==> src/rtl/dma_read_engine.sv <==
`default_nettype none
// dma_read_engine: AXI4 read master that fetches a strided 2-D region (rows x row_beats) into a stream.
// Revision 1.0 - initial release.
module dma_read_engine #(
  parameter int ADDR_W  = 32,
  parameter int DATA_W  = 256,
  parameter int MAX_LEN = 16
) (
  input  logic              clk,
  input  logic              rst,
  input  logic              start,
  input  logic [ADDR_W-1:0] addr,
  input  logic [4:0]        row_beats,
  input  logic [15:0]       rows,
  input  logic [ADDR_W-1:0] row_stride,
  output logic              busy,
  output logic              dma_done,
  output logic              dma_err,
  output logic [DATA_W-1:0] dma_data,
  output logic              dma_valid,
  input  logic              dma_ready,
  output logic              dma_rlast,
  output logic [ADDR_W-1:0] m_araddr,
  output logic [7:0]        m_arlen,
  output logic [2:0]        m_arsize,
  output logic [1:0]        m_arburst,
  output logic              m_arvalid,
  input  logic              m_arready,
  input  logic [DATA_W-1:0] m_rdata,
  input  logic [1:0]        m_rresp,
  input  logic              m_rlast,
  input  logic              m_rvalid,
  output logic              m_rready
);

  typedef enum logic [1:0] {
    S_IDLE = 2'd0,
    S_ADDR = 2'd1,
    S_DATA = 2'd2,
    S_DONE = 2'd3
  } state_t;

  localparam logic [5:0] MAX_LEN_C = 6'(MAX_LEN);

  state_t            state_q;
  logic [ADDR_W-1:0] row_addr_q;
  logic [ADDR_W-1:0] stride_q;
  logic [4:0]        row_beats_q;
  logic [4:0]        beat_cnt_q;
  logic [15:0]       rows_q;
  logic [15:0]       row_cnt_q;
  logic [7:0]        arlen_q;
  logic              busy_q;
  logic              done_q;
  logic              err_q;
  logic              arvalid_q;

  logic w_in_data;
  logic w_beat;
  logic w_row_end;
  logic w_last_row;
  logic w_cmd_bad;

  assign w_in_data  = (state_q == S_DATA);
  assign w_beat     = w_in_data & m_rvalid & dma_ready;
  // Row end is decided by our own counter; the slave's m_rlast is only cross-checked.
  assign w_row_end  = (beat_cnt_q == row_beats_q - 5'd1);
  assign w_last_row = ((row_cnt_q + 16'd1) == rows_q);
  assign w_cmd_bad  = (row_beats == 5'd0) || (rows == 16'd0) || ({1'b0, row_beats} > MAX_LEN_C);

  // R channel is a combinational pass-through while a burst is outstanding.
  assign dma_data  = m_rdata;
  assign dma_valid = w_in_data & m_rvalid;
  assign dma_rlast = w_in_data & m_rlast;
  assign m_rready  = w_in_data & dma_ready;

  assign busy      = busy_q;
  assign dma_done  = done_q;
  assign dma_err   = err_q;
  assign m_arvalid = arvalid_q;
  assign m_araddr  = row_addr_q;
  assign m_arlen   = arlen_q;
  assign m_arsize  = 3'd5;
  assign m_arburst = 2'b01;

  always_ff @(posedge clk) begin
    if (rst) begin
      state_q     <= S_IDLE;
      row_addr_q  <= '0;
      stride_q    <= '0;
      row_beats_q <= '0;
      beat_cnt_q  <= '0;
      rows_q      <= '0;
      row_cnt_q   <= '0;
      arlen_q     <= '0;
      busy_q      <= 1'b0;
      done_q      <= 1'b0;
      err_q       <= 1'b0;
      arvalid_q   <= 1'b0;
    end else begin
      case (state_q)
        S_IDLE: begin
          if (start) begin
            row_addr_q  <= addr;
            stride_q    <= row_stride;
            row_beats_q <= row_beats;
            rows_q      <= rows;
            beat_cnt_q  <= '0;
            row_cnt_q   <= '0;
            arlen_q     <= {3'b000, row_beats - 5'd1};
            busy_q      <= 1'b1;
            if (w_cmd_bad) begin
              err_q   <= 1'b1;
              done_q  <= 1'b1;
              state_q <= S_DONE;
            end else begin
              err_q     <= 1'b0;
              arvalid_q <= 1'b1;
              state_q   <= S_ADDR;
            end
          end
        end
        S_ADDR: begin
          if (m_arready) begin
            arvalid_q <= 1'b0;
            state_q   <= S_DATA;
          end
        end
        S_DATA: begin
          if (w_beat) begin
            if ((m_rresp != 2'b00) || (m_rlast && !w_row_end)) begin
              err_q <= 1'b1;
            end
            if (w_row_end) begin
              beat_cnt_q <= '0;
              row_addr_q <= row_addr_q + stride_q;
              row_cnt_q  <= row_cnt_q + 16'd1;
              if (w_last_row) begin
                done_q  <= 1'b1;
                state_q <= S_DONE;
              end else begin
                arvalid_q <= 1'b1;
                state_q   <= S_ADDR;
              end
            end else begin
              beat_cnt_q <= beat_cnt_q + 5'd1;
            end
          end
        end
        S_DONE: begin
          done_q  <= 1'b0;
          busy_q  <= 1'b0;
          state_q <= S_IDLE;
        end
        default: state_q <= S_IDLE;
      endcase
    end
  end

endmodule
`default_nettype wire

==> config.mk <==
export PLATFORM = sky130hd
export DESIGN_NAME = dma_read_engine
export DESIGN_NICKNAME = d
export VERILOG_FILES = /design/src/rtl/dma_read_engine.sv
export SDC_FILE = /design/constraint.sdc
export NUM_CORES = 1
export LEC_CHECK = 0
export CELL_PAD_IN_SITES_DETAIL_PLACEMENT = 0
export CELL_PAD_IN_SITES_GLOBAL_PLACEMENT = 1
export CORE_AREA = 2 2 258 260
export DETAILED_ROUTE_END_ITERATION = 8
export DIE_AREA = 0 0 260 262
export HOLD_SLACK_MARGIN = 0.03
export PLACE_DENSITY = 0.64
export RECOVER_POWER = 100
export SYNTH_ARGS = -nofsm -noshare
export SYNTH_HDL_FRONTEND = slang
export SYNTH_SLANG_ARGS = --single-unit
==> constraint.sdc <==
create_clock -name clk -period 2.8 [get_ports clk]
set_clock_uncertainty 0.15 [all_clocks]
set_input_delay 0.84 -clock clk [delete_from_list [all_inputs] [get_ports clk]]
set_output_delay 0.84 -clock clk [all_outputs]
set_load 0.01 [all_outputs]
* Word level (Yosys, flattened, before mapping) *
Index checks and enable logic that the tools add are counted.

word-level totals
  bits in registers = 117
  input port bits = 350

cells by class
  add/subtract/negate cells = 5
  order comparisons = 1
  eq/ne operators = 14
  mux-type cells = 39
  bitwise gates (word level) = 4
  reductions and logical operators = 21

operators with widths
  cell                                                                count
  32-bit 2-to-1 mux                                                   3
  32-bit one-hot mux with 2 select lines                              1
  16-bit 2-to-1 mux                                                   3
  32-bit adder                                                        1
  16-bit one-hot mux with 2 select lines                              1
  16-bit by 1-bit adder with 16-bit output, second input constant     1
  16-bit == test                                                      1
  16-bit logical NOT                                                  1
  1-bit 2-to-1 mux                                                    16
  5-bit 2-to-1 mux                                                    3
  2-bit 2-to-1 mux                                                    6
  4-bit AND reduction                                                 3
  2-bit != test, second input constant                                5
  5-bit one-hot mux with 2 select lines                               1
  5-bit by 1-bit subtractor with 5-bit output, second input constant  2
  2-bit by 1-bit != test with 1-bit output, second input constant     4
  2-bit one-hot mux with 4 select lines                               1
  7-bit AND reduction                                                 1
  1-bit one-hot mux with 3 select lines                               2
  6-bit AND reduction                                                 1
  2-bit nonzero test                                                  3
  3-bit nonzero test                                                  2
  5-bit by 1-bit adder with 5-bit output, second input constant       1
  5-bit == test                                                       1
  other kinds (12)                                                    20

* Longest topological paths before layout *
  word-level depth = 8
  depth in mapped cells = 11

* Least setup slack after synthesis *
Ideal clock, no wire load.

  path type = reg2reg
  from = register row_addr_q[9], in the netlist m_araddr[9]
  to = register row_addr_q[31], in the netlist m_araddr[31]
  setup time = 0.121 ns
  arrival time = 2.442 ns
  data required time = 2.529 ns
  slack = 0.088 ns
  stages on the path, launching flop included = 10
  clock period less this slack = 2.712 ns
  path through = dfxtp_1 > ha_1 > a21oi_1 > nand2_1 > a221o_1 > o2111ai_2 > a2111oi_2 > or4_1 > o2111ai_1 > nor3b_1

on the way
  word-level cells in the longest chain between the ends = 4

ends and longest elaborated chain
  element                                 line  source
  start: declaration                      46    logic [ADDR_W-1:0] row_addr_q;
  start signal: assignment                104   row_addr_q <= addr;
  start signal: assignment                136   row_addr_q <= row_addr_q + stride_q;
  32-bit adder                            136
  32-bit 2-to-1 mux                       134   if (w_row_end) begin
  32-bit 2-to-1 mux                       130   if (w_beat) begin
  32-bit one-hot mux with 2 select lines  101   case (state_q)

Every way passes these cells. The select of a mux whose other input is x is not followed.
A chain may end at the register's enable or synchronous reset.

* Worst setup path after layout *
  from = input port dma_ready
  to = output port m_rready

on the way
  word-level cells in the longest chain between the ends = 1

ends and longest elaborated chain
  element             line  source
  start: declaration  21    input logic dma_ready,
  1-bit AND           75    assign m_rready = w_in_data & dma_ready;
  end: declaration    33    output logic m_rready

Every way passes these cells.

==> run_results.csv <==
group,metric,value,unit
critical_path,r2r_cells,10,
drt,drt-total-wl,35.6,mm
critical_path,cp_cell_sequence,"clkdlybuf4s50_1 > and2_1 > dlygate4sd2_1",
clocking,clock-sinks,117,
critical_path,crit_required,1.81,ns
critical_path,cp_max_fo,3,
layout,nNetsFinal,1529,
layout,num-fill-cells,7390,
layout,area_growth,22.5,%
die,die_w,260,um
synth,async_reset_ff_share,0,%
placed_design,portBuffers,137,
timing,rsz0062_at_grt,"true",
drt,viasPerCell,3.89,
critical_path,reg2reg_from,"m_araddr[1]",
power_and_ir_drop,p_leak,4.26,nW
critical_path,crit_path_start,"dma_ready",
critical_path,setup.worst_path.end,"m_rready",
layout,drive_above_1_share,17.1,%
placed_design,place_hpwl,27.8,mm
clocking,ctsHoldBuffers,0,
synth,syn-instance-count,1196,
critical_path,cp.depth,3,
critical_path,reg2reg_slack,0.08,ns
timing,setup_violations,0,
timing,finalHoldViolCount,0,
placed_design,dp_cells,1987,
placed_design,place_congestion,0.814,
global_route,grt_overflow,0,
timing,min_period_over_period,97.9,%
drt,wl_per_cell,17.6,um
flow_run,cap_violations,0,
die,dieArea,68100,um^2
critical_path,worstPathArrival,1.75,ns
timing,slew_viol_final,0,
power_and_ir_drop,ir_drop,346,uV
global_route,grt_pass1_vias,7651,
drt,drc_errors,0,
synth,ys_types,61,
die,core_area,65300,um^2
layout,finish.utilization,16.9,%
clocking,htreeDepth,4,
layout,stdcell_count,2020,
synth,synth_edf_count,0,
clocking,root_buffer,"clkbuf_16",
critical_path,crit_path_end_kind,"primary output",
run_status,status,"finished, final reports clean",
clocking,cts-buffers-inserted,17,
synth,ys.warnings.count,0,
hold_path,hold_class,"reg2reg",
power_and_ir_drop,power_density,497,nW/um^2
die,boundaryPins,658,
global_route,grt_pass1_wl,50.5,mm
critical_path,slowest_delay,0.51,ns
clocking,clockBufferDepth,2,
timing,timing.fmax,365,MHz
critical_path,cp.buffers_inverters,2,
die,initial_core_util,13.8,%
timing,period_minus_slack,2.74,ns
drt,ant_nets,0,
critical_path,critical_path_class,"in2out",
global_route,grt_use_total,10.1,%
global_route,grt_max_degree,96,
synth,ys_ff_latch,117,
clocking,cts_tree,"yes",
synth,yosysSeqAreaShare,26.0,%
critical_path,crit_slowest_cell,"clkdlybuf4s50_1",
die,die_h,262,um
timing,tightest_slew,0.714,ns
critical_path,worstSetupStartpointType,"primary input",
synth,ys.flop_type,"dfxtp_1",
timing,relSlewSlack,52.4,%
die,rows,94,
drt,vias,7867,
drt,first_pass_iters,5,
clocking,clk_latency,0.45,ns
critical_path,critPathTopFamily,"buffers and inverters",
drt,drt-initial-drc-count,430,
clocking,clk_pin_slew,0.06,ns
synth,syn-cell-area,9000,um^2
critical_path,r2r_end,"m_araddr[31]",
global_route,antenna_found_initial,2,
synth,avgSynthCellArea,7.52,um^2
==> cell usage after synthesis, drive strengths merged, types with 3 or more instances <==
cell       n  share of area, %
o211a      4              0.45
a2bb2oi    4              0.39
o31ai      3              0.25
o21bai     4              0.33
o211ai     3              0.25
nor3      30               1.7
a311oi     6              0.58
nand3b     5              0.42
xnor2     28               2.7
o21a       7              0.58
mux2       3              0.38
a21oi    130               7.2
and4       3              0.29
and2       8              0.56
ha        36               5.0
or2        4              0.28
nor3b      3              0.25
a22oi      4              0.33
xor2      26               2.5
a2111oi    4              0.46
and3       9              0.63
a21o      16               1.3
dfxtp    117                26
or3       11              0.76
o21ai     41               2.3
clkbuf    48               2.0
inv       17              0.71
nor4       5              0.35
buf      270                22
nor2b      6              0.42
nand4     11              0.76
nor2      61               2.5
a31oi     16               1.1
a211oi    14               1.2
mux2i      6              0.67
nand3     25               1.4
nand2b     7              0.49
nand2    174               7.3
o2111ai    4              0.46
==> per-stage QoR <==
stage | TNS, ns | hold WS, ns | total power, mW | area, um^2 | setup WS (ns)
6_report | 0 | 0.312 | 5.48 | 11000 | 0.0599
5_1_grt | -0.0703 | 0.334 | 5.79 | 11000 | -0.0434
4_1_cts | -0.118 | 0.316 | 5.56 | 10800 | -0.113
3_5_place_dp | -7.90 | 0.306 | 3.37 | 10100 | -0.233
3_3_place_gp | -6.29 | 0.306 | 3.36 | 10100 | -0.248
2_1_floorplan | 0 | 0.290 | 2.99 | 9020 | 0.0877
==> area by class of cell <==
type	count	area (um^2)	share of cell area (%)
Antenna cell	1	2.50	0.0227
Clock buffer	19	433	3.93
Clock inverter	13	125	1.14
Inverter	18	67.6	0.613
Multi-Input combinational cell	749	4800	43.6
Sequential cell	117	2350	21.3
Tap cell	864	1080	9.81
Timing Repair Buffer	239	2160	19.6
==> layer usage <==
layer,up-vias,global-route usage [%],wire length [um]
met3,128,4.23,3000
li1,3733,-,-
met5,-,0.556,57
met2,331,15.6,16100
met1,3673,12.0,14900
met4,2,5.17,1480
==> how the worst min path moves through the flow <==
stage            startpoint  cells after the start      endpoint
3_5_place_dp   stride_q[17]                      2  stride_q[17]
6_report        stride_q[6]                      2   stride_q[6]
3_3_place_gp   stride_q[17]                      2  stride_q[17]
5_1_grt        stride_q[29]                      2  stride_q[29]
4_1_cts         stride_q[6]                      2   stride_q[6]
2_1_floorplan   stride_q[0]                      2   stride_q[0]
==> worst min-delay path, delay by kind of cell, from the launching register on <==
family           cells  cell delay [ns]
AO/OA/AOI/OAI        1             0.05
flip-flops           1             0.31
AND/OR/NAND/NOR      1             0.05
==> cells in the final DEF, fill, tap and decap left out, types with 16 or more instances in the layout <==
cell,n
inv_1,16
a21oi_1,125
clkdlybuf4s50_1,92
ha_1,30
clkbuf_16,17
nand2_1,172
nor3_1,27
xor2_1,26
nand3_1,24
nor2_1,59
dfxtp_1,110
a21o_1,16
dlygate4sd3_1,41
xnor2_1,26
buf_4,88
o21ai_0,41
==> report_power, final <==
group	internal, mW	switching (mW)	total, mW
Sequential	1.79	0.101	1.89
Combinational	0.651	0.789	1.44
Clock	1.23	0.916	2.14
Total	3.67	1.81	5.48
==> cells by family after synthesis <==
family | count (synthesis) | share of synthesized area (%)
flip-flops | 117 | 26.0
XOR/XNOR | 54 | 5.26
adder cells (fa/ha/maj) | 37 | 5.23
AND/OR/NAND/NOR | 366 | 18.4
other | 2 | 0.0835
AO/OA/AOI/OAI | 275 | 18.9
buffers and inverters | 336 | 25.1
multiplexers | 9 | 1.04
==> flip-flops by register name, indices dropped and copies added, names as in the netlist <==
name	flops
m_araddr	32
stride_q	32
row_cnt_q	16
rows_q	16
beat_cnt_q	5
m_arlen	5
row_beats_q	5
state_q	2
busy	1
dma_done	1
dma_err	1
m_arvalid	1
==> timing repair <==
item                       4_1_cts  5_1_grt
buffers inserted                 1        3
setup endpoints to repair       13       16
pin swaps                        7       23
gates resized for setup         23       52
(Power assumes the default switching activity.)
